===== src/rtl/hex_snake_ctrl_pkg.sv =====
// Shared types and constants for the rotating seven-segment snake controller.
// Holds the run-state encoding, reset pattern, key indices and pattern helpers.
package hex_pkg;

    typedef enum logic {
        PAUSED = 1'b0,
        RUN    = 1'b1
    } run_state_t;

    localparam logic [6:0] PAT_RESET = 7'b1111110;

    localparam int KEY_RUN  = 0;
    localparam int KEY_DIR  = 1;
    localparam int KEY_STEP = 2;
    localparam int KEY_LOAD = 3;
    localparam int NUM_KEYS = 4;

    // Rotate a 7-bit pattern left by n positions (0..6).
    function automatic logic [6:0] rotl7(input logic [6:0] p, input int n);
        logic [13:0] w;
        w = {p, p} << n;
        return w[13:7];
    endfunction

    // Snake of length l (0 means 1) lit from bit 0 upward; segments are active-low.
    function automatic logic [6:0] load_pattern(input logic [2:0] l);
        logic [2:0] len;
        logic [7:0] mask;
        len  = (l == 3'd0) ? 3'd1 : l;
        mask = (8'd1 << len) - 8'd1;
        return ~mask[6:0];
    endfunction

endpackage


===== src/rtl/hex_snake_ctrl_if.sv =====
// Board-facing signal bundle: push-buttons and switches in, display and LEDs out.
// The master side drives keys/switches; the slave side is the controller.
interface hex_snake_ctrl_if;
    logic [3:0] key;
    logic [9:0] sw;
    logic [6:0] hex0;
    logic [6:0] hex1;
    logic [6:0] hex2;
    logic [6:0] hex3;
    logic [6:0] hex4;
    logic [6:0] hex5;
    logic [9:0] led;

    modport master (
        output key, sw,
        input  hex0, hex1, hex2, hex3, hex4, hex5, led
    );

    modport slave (
        input  key, sw,
        output hex0, hex1, hex2, hex3, hex4, hex5, led
    );
endinterface


===== src/rtl/hex_snake_ctrl_key_edge.sv =====
// Push-button synchroniser with registered one-cycle pulse on each press (1->0).
// Presses are suppressed until the pipeline holds real post-reset samples.
module key_edge #(
    parameter int SYNC_STAGES = 2
) (
    input  logic clk,
    input  logic rst,
    input  logic key_n,
    output logic press
);
    localparam int CW = $clog2(SYNC_STAGES + 2);
    localparam logic [CW-1:0] FILL = CW'(SYNC_STAGES + 1);

    logic [SYNC_STAGES-1:0] sync_reg;
    logic                   last_reg;
    logic [CW-1:0]          fill_reg;
    logic                   press_reg;

    // A key held low through reset never looks like a fresh press: the edge
    // detector only trusts its inputs once every stage has seen a real sample.
    always_ff @(posedge clk or posedge rst) begin
        if (rst) begin
            sync_reg  <= '1;
            last_reg  <= 1'b1;
            fill_reg  <= '0;
            press_reg <= 1'b0;
        end else begin
            sync_reg  <= {sync_reg[SYNC_STAGES-2:0], key_n};
            last_reg  <= sync_reg[SYNC_STAGES-1];
            press_reg <= (fill_reg == FILL) && last_reg && !sync_reg[SYNC_STAGES-1];
            if (fill_reg != FILL) begin
                fill_reg <= fill_reg + 1'b1;
            end
        end
    end

    assign press = press_reg;
endmodule


===== src/rtl/hex_snake_ctrl.sv =====
// Snake pattern rotating across six seven-segment digits, paced by a two-level
// prescaler and controlled by run/direction/step/load push-buttons.
module hex_snake_ctrl
    import hex_pkg::*;
#(
    parameter int DIV_BASE    = 50000,
    parameter int SYNC_STAGES = 2
) (
    input logic             clk,
    input logic             rst,
    hex_snake_ctrl_if.slave io
);
    localparam int BW = $clog2(DIV_BASE);
    localparam logic [BW-1:0] BC_LAST = BW'(DIV_BASE - 1);

    logic [NUM_KEYS-1:0] press;
    logic [6:0]          pat_reg;
    run_state_t          run_reg;
    logic                dir_reg;
    logic                tog_reg;
    logic [BW-1:0]       bc_reg;
    logic [3:0]          sc_reg;

    logic bc_wrap;
    logic timer_step;
    logic manual_step;
    logic dir_next;
    logic unused_sw;

    genvar gi;
    generate
        for (gi = 0; gi < NUM_KEYS; gi++) begin : g_key
            key_edge #(.SYNC_STAGES(SYNC_STAGES)) u_key_edge (
                .clk   (clk),
                .rst   (rst),
                .key_n (io.key[gi]),
                .press (press[gi])
            );
        end
    endgenerate

    // SC >= limit (not ==) so lowering the switches mid-count fires at the next wrap.
    assign bc_wrap     = (bc_reg == BC_LAST);
    assign timer_step  = (run_reg == RUN) && bc_wrap && (sc_reg >= io.sw[3:0]);
    assign manual_step = (run_reg == PAUSED) && press[KEY_STEP];
    assign dir_next    = dir_reg ^ press[KEY_DIR];
    assign unused_sw   = ^io.sw[9:7];

    always_ff @(posedge clk or posedge rst) begin
        if (rst) begin
            pat_reg <= PAT_RESET;
            run_reg <= RUN;
            dir_reg <= 1'b0;
            tog_reg <= 1'b0;
            bc_reg  <= '0;
            sc_reg  <= '0;
        end else begin
            dir_reg <= dir_next;
            if (press[KEY_RUN]) begin
                run_reg <= (run_reg == RUN) ? PAUSED : RUN;
            end
            if (press[KEY_LOAD]) begin
                pat_reg <= load_pattern(io.sw[6:4]);
            end else if (timer_step || manual_step) begin
                pat_reg <= dir_next ? {pat_reg[0], pat_reg[6:1]} : {pat_reg[5:0], pat_reg[6]};
                tog_reg <= ~tog_reg;
            end
            // Any run-state change, load or pause restarts the period from zero.
            if (press[KEY_LOAD] || press[KEY_RUN] || (run_reg == PAUSED)) begin
                bc_reg <= '0;
                sc_reg <= '0;
            end else if (bc_wrap) begin
                bc_reg <= '0;
                sc_reg <= timer_step ? 4'd0 : sc_reg + 4'd1;
            end else begin
                bc_reg <= bc_reg + 1'b1;
            end
        end
    end

    logic [6:0] hex_arr [6];
    generate
        for (gi = 0; gi < 6; gi++) begin : g_hex
            assign hex_arr[gi] = rotl7(pat_reg, gi);
        end
    endgenerate

    assign io.hex0 = hex_arr[0];
    assign io.hex1 = hex_arr[1];
    assign io.hex2 = hex_arr[2];
    assign io.hex3 = hex_arr[3];
    assign io.hex4 = hex_arr[4];
    assign io.hex5 = hex_arr[5];
    assign io.led  = {~pat_reg, tog_reg, dir_reg, (run_reg == RUN)};
endmodule


===== src/flat_wrapper.sv =====
// flat-port wrapper written by rule: the top's interface ports become plain ports
module hex_snake_ctrl_flat import hex_pkg::*;
#(
    parameter int DIV_BASE    = 50000,
    parameter int SYNC_STAGES = 2
)
  (clk, rst, io_key, io_sw, io_hex0, io_hex1, io_hex2, io_hex3, io_hex4, io_hex5, io_led);
  hex_snake_ctrl_if io_i ();
  input logic clk;
  input logic rst;
  input wire logic [$bits(io_i.key)-1:0] io_key;
  input wire logic [$bits(io_i.sw)-1:0] io_sw;
  output wire logic [$bits(io_i.hex0)-1:0] io_hex0;
  output wire logic [$bits(io_i.hex1)-1:0] io_hex1;
  output wire logic [$bits(io_i.hex2)-1:0] io_hex2;
  output wire logic [$bits(io_i.hex3)-1:0] io_hex3;
  output wire logic [$bits(io_i.hex4)-1:0] io_hex4;
  output wire logic [$bits(io_i.hex5)-1:0] io_hex5;
  output wire logic [$bits(io_i.led)-1:0] io_led;
  assign io_i.key = io_key;
  assign io_i.sw = io_sw;
  assign io_hex0 = io_i.hex0;
  assign io_hex1 = io_i.hex1;
  assign io_hex2 = io_i.hex2;
  assign io_hex3 = io_i.hex3;
  assign io_hex4 = io_i.hex4;
  assign io_hex5 = io_i.hex5;
  assign io_led = io_i.led;
  hex_snake_ctrl #(.DIV_BASE(DIV_BASE), .SYNC_STAGES(SYNC_STAGES)) u_core (.clk(clk), .rst(rst), .io(io_i));
endmodule

===== config.mk =====
export PLATFORM = sky130hd
export DESIGN_NAME = hex_snake_ctrl_flat
export DESIGN_NICKNAME = d
export VERILOG_FILES = /design/src/rtl/hex_snake_ctrl_pkg.sv /design/src/rtl/hex_snake_ctrl_if.sv /design/src/rtl/hex_snake_ctrl_key_edge.sv /design/src/rtl/hex_snake_ctrl.sv /design/src/flat_wrapper.sv
export SDC_FILE = /design/constraint.sdc
export NUM_CORES = 1
export LEC_CHECK = 0
export CORE_MARGIN = 8
export CORE_UTILIZATION = 45
export DETAILED_ROUTE_END_ITERATION = 7
export PLACE_DENSITY = 0.77
export SLEW_MARGIN = 15
export SYNTH_ARGS = -nofsm -noshare
export SYNTH_HDL_FRONTEND = slang
export SYNTH_SLANG_ARGS = --single-unit
export TNS_END_PERCENT = 100

===== constraint.sdc =====
create_clock -name clk -period 2.1 [get_ports clk]
set_input_delay 0.315 -clock clk [delete_from_list [all_inputs] [get_ports clk]]
set_output_delay 0.315 -clock clk [all_outputs]
set_load 0.005 [all_outputs]

==> metrics.cfg <==
[synth]
netlist_area_um2=2770
yosys_warnings=0
avgSynthCellArea_um2=10.6
ys_ff_latch=54
synthFlopType=dfrtp_1
synth_top_area_share=0.317
synth_edf_count=0
synth_cells=260
yosys.area.top_type=dfrtp_1
yosysSeqAreaShare=0.497
syn-num-nets=287
yosys.cell_types.count=38
synthTopCellsByArea=dfrtp_1 32%, dfstp_2 18%, buf_4 10%
ys_async_sr_fraction=1.00

[cells_and_area]
fin_util=0.575
nFillCells=499
layout_common_cells=64 x clkdlybuf4s50_1, 35 x dfrtp_1, 34 x nor2_1
antennaDiodeCount=0
synthToLayoutAreaGrowth_pct=23.0
layout-drive-gt1-share=0.162
multi_input_area_um2=1080
largest_reg_flops=16
nets=323
final_common_cell=clkdlybuf4s50_1
seq_area_um2=1380

[placement]
port_buffers=64
dp_hpwl_um=3690
gp_congestion=0.786

[clock_network]
cts_resized=0
numCtsBuffers=5
clk_path_buf_depth=2
htree_levels=2
cts-root-buf=clkbuf_8
cts_hold_buf=0
cts_tree=done
clk-insertion-delay-late_ns=0.30
cts_sinks=54
post_cts_buffers=0
clk_pin_slew_ns=0.10

[setup_path]
critPathLaunchType=flip-flop
crit_required_ns=2.32
worstSetupEndpointType=flip-flop
crit_type=reg2reg
crit_chain=inv_1 -> ha_1 -> nand2b_4 -> a2111oi_4 -> buf_4 -> o32ai_4 -> mux2i_1 -> o21ai_1
crit_arrival_ns=2.16
cp_max_fo=5
cp_slowest_cell=o32ai_4
critPathMaxStageDelay_ns=0.43

[detailed_routing]
vias_per_cell=4.91
drt-initial-drc-count=37
vias=1825
ant_nets=0
first_pass_iters=4
drt_wl_total_um=5050
avgRoutedWirePerCell_um=13.6
drc=0

[sta]
period_needed_ns=1.94
slew_headroom=0.656
fin_skew_ns=0.00765
finalCritPeriodShare=0.924
fmax_mhz=515
rsz0062_at_grt=false
drv_slew=0
hold_violations=0
setup_viol=0
holdWs_ns=0.294
tightest_slew_ns=0.517

[die]
pin_count=68
fp.dieH_um=94.4
rows=28
die_w_um=94.4
dieArea_um2=8910
initial_core_util=0.467
core_area_um2=5920

[global_routing]
overflow=0
grt_pass1_wl_um=8250
grt_pass1_vias=1815
grt_antenna_before_repair=0
grtUsageTotal=0.114
grt_max_degree=39

[pwr]
ir_drop_uv=573
p_per_area_nw_per_um2=1000
leakage_uw=0.00144

[run]
cap_violations=0

[hold_path]
worstHoldPathType=in2async

[run_status]
outcome=finished clean

[per-stage QoR]
step | setup WS [ns] | total power [uW] | setup TNS [ns] | std cells | area [um2]
final | 0.159 | 3400 | 0 | 372 | 3400
after global routing | 0.00272 | 3620 | 0 | 372 | 3400
after CTS | 0.0652 | 3440 | 0 | 371 | 3360
after detailed placement | -0.194 | 2740 | -1.76 | 363 | 3250
after global placement | -0.155 | 2710 | -1.36 | 363 | 3250
after floorplan | 0.134 | 2170 | 0 | 260 | 2770
[cell families (layout without fill, tap and decap cells)]
group	after synthesis	count (layout)	synth area share
buffers and inverters	55	91	0.126
flip-flops	54	54	0.497
AO/OA/AOI/OAI	26	27	0.0679
XOR/XNOR	21	21	0.0665
multiplexers	12	12	0.0452
AND/OR/NAND/NOR	80	80	0.146
other	1	1	0.00136
adder cells (fa/ha/maj)	11	11	0.0498
[report_power, final]
part / switching (uW) / internal, uW / total, uW
combinational: 481 / 852 / 1330
clock: 333 / 356 / 689
sequential: 174 / 1200 / 1380
[area by class of cell]
type	count	share of cell area
clock inverters	2	0.0110
clock buffers	6	0.0213
flip-flops and latches	54	0.404
repair buffers	69	0.203
multi-input cells	152	0.317
well taps	75	0.0276
inverters	14	0.0154
[path summary, 6_finish.rpt]
path | startpoint | to | slack (ns) | depth (start not counted)
setup / recovery | u_core.sc_reg[0] | u_core.io.hex0[1] | 0.16 | 8
hold / removal | rst | u_core.g_key[1].u_key_edge.fill_reg[0] | 0.29 | 2
setup reg to reg | u_core.sc_reg[0] | u_core.io.hex0[1] | 0.16 | 8
hold reg to reg | u_core.g_key[3].u_key_edge.sync_reg[0] | u_core.g_key[3].u_key_edge.sync_reg[1] | 0.36 | 0
max in group asynchronous | rst | u_core.io.hex0[4] | 1.23 | 3
min in group clk | u_core.g_key[3].u_key_edge.sync_reg[0] | u_core.g_key[3].u_key_edge.sync_reg[1] | 0.36 | 0
[routing by layer]
| metal | vias to the layer above | routed length, um | track usage |
|---|---|---|---|
| met1 | 863 | 2110 | 0.129 |
| met2 | 65 | 2390 | 0.190 |
| met5 | - | 0 | 0 |
| met3 | 7 | 471 | 0.0397 |
| li1 | 890 | - | - |
| met4 | 0 | 76 | 0.0489 |
[synthesized netlist by cell type (4+ instances only)]
library cell  instances
a21oi_1               9
and3_1                6
buf_4                38
dfrtp_1              35
dfstp_2              19
ha_1                 11
inv_1                14
mux2_2                4
mux2i_1               8
nand2_1              21
nand3_1               5
nor2_1               35
o21ai_1               4
xnor2_1              12
xor2_1                9
[critical path: cells and delay by family (launching register included)]
kind            cells  cell delay [ns]
mux                 1             0.25
buf+inv             2             0.24
compound gates      3             0.59
simple gates        1             0.12
fa+ha+maj           1             0.27
flops               1             0.38
(Power assumes the default switching activity.)
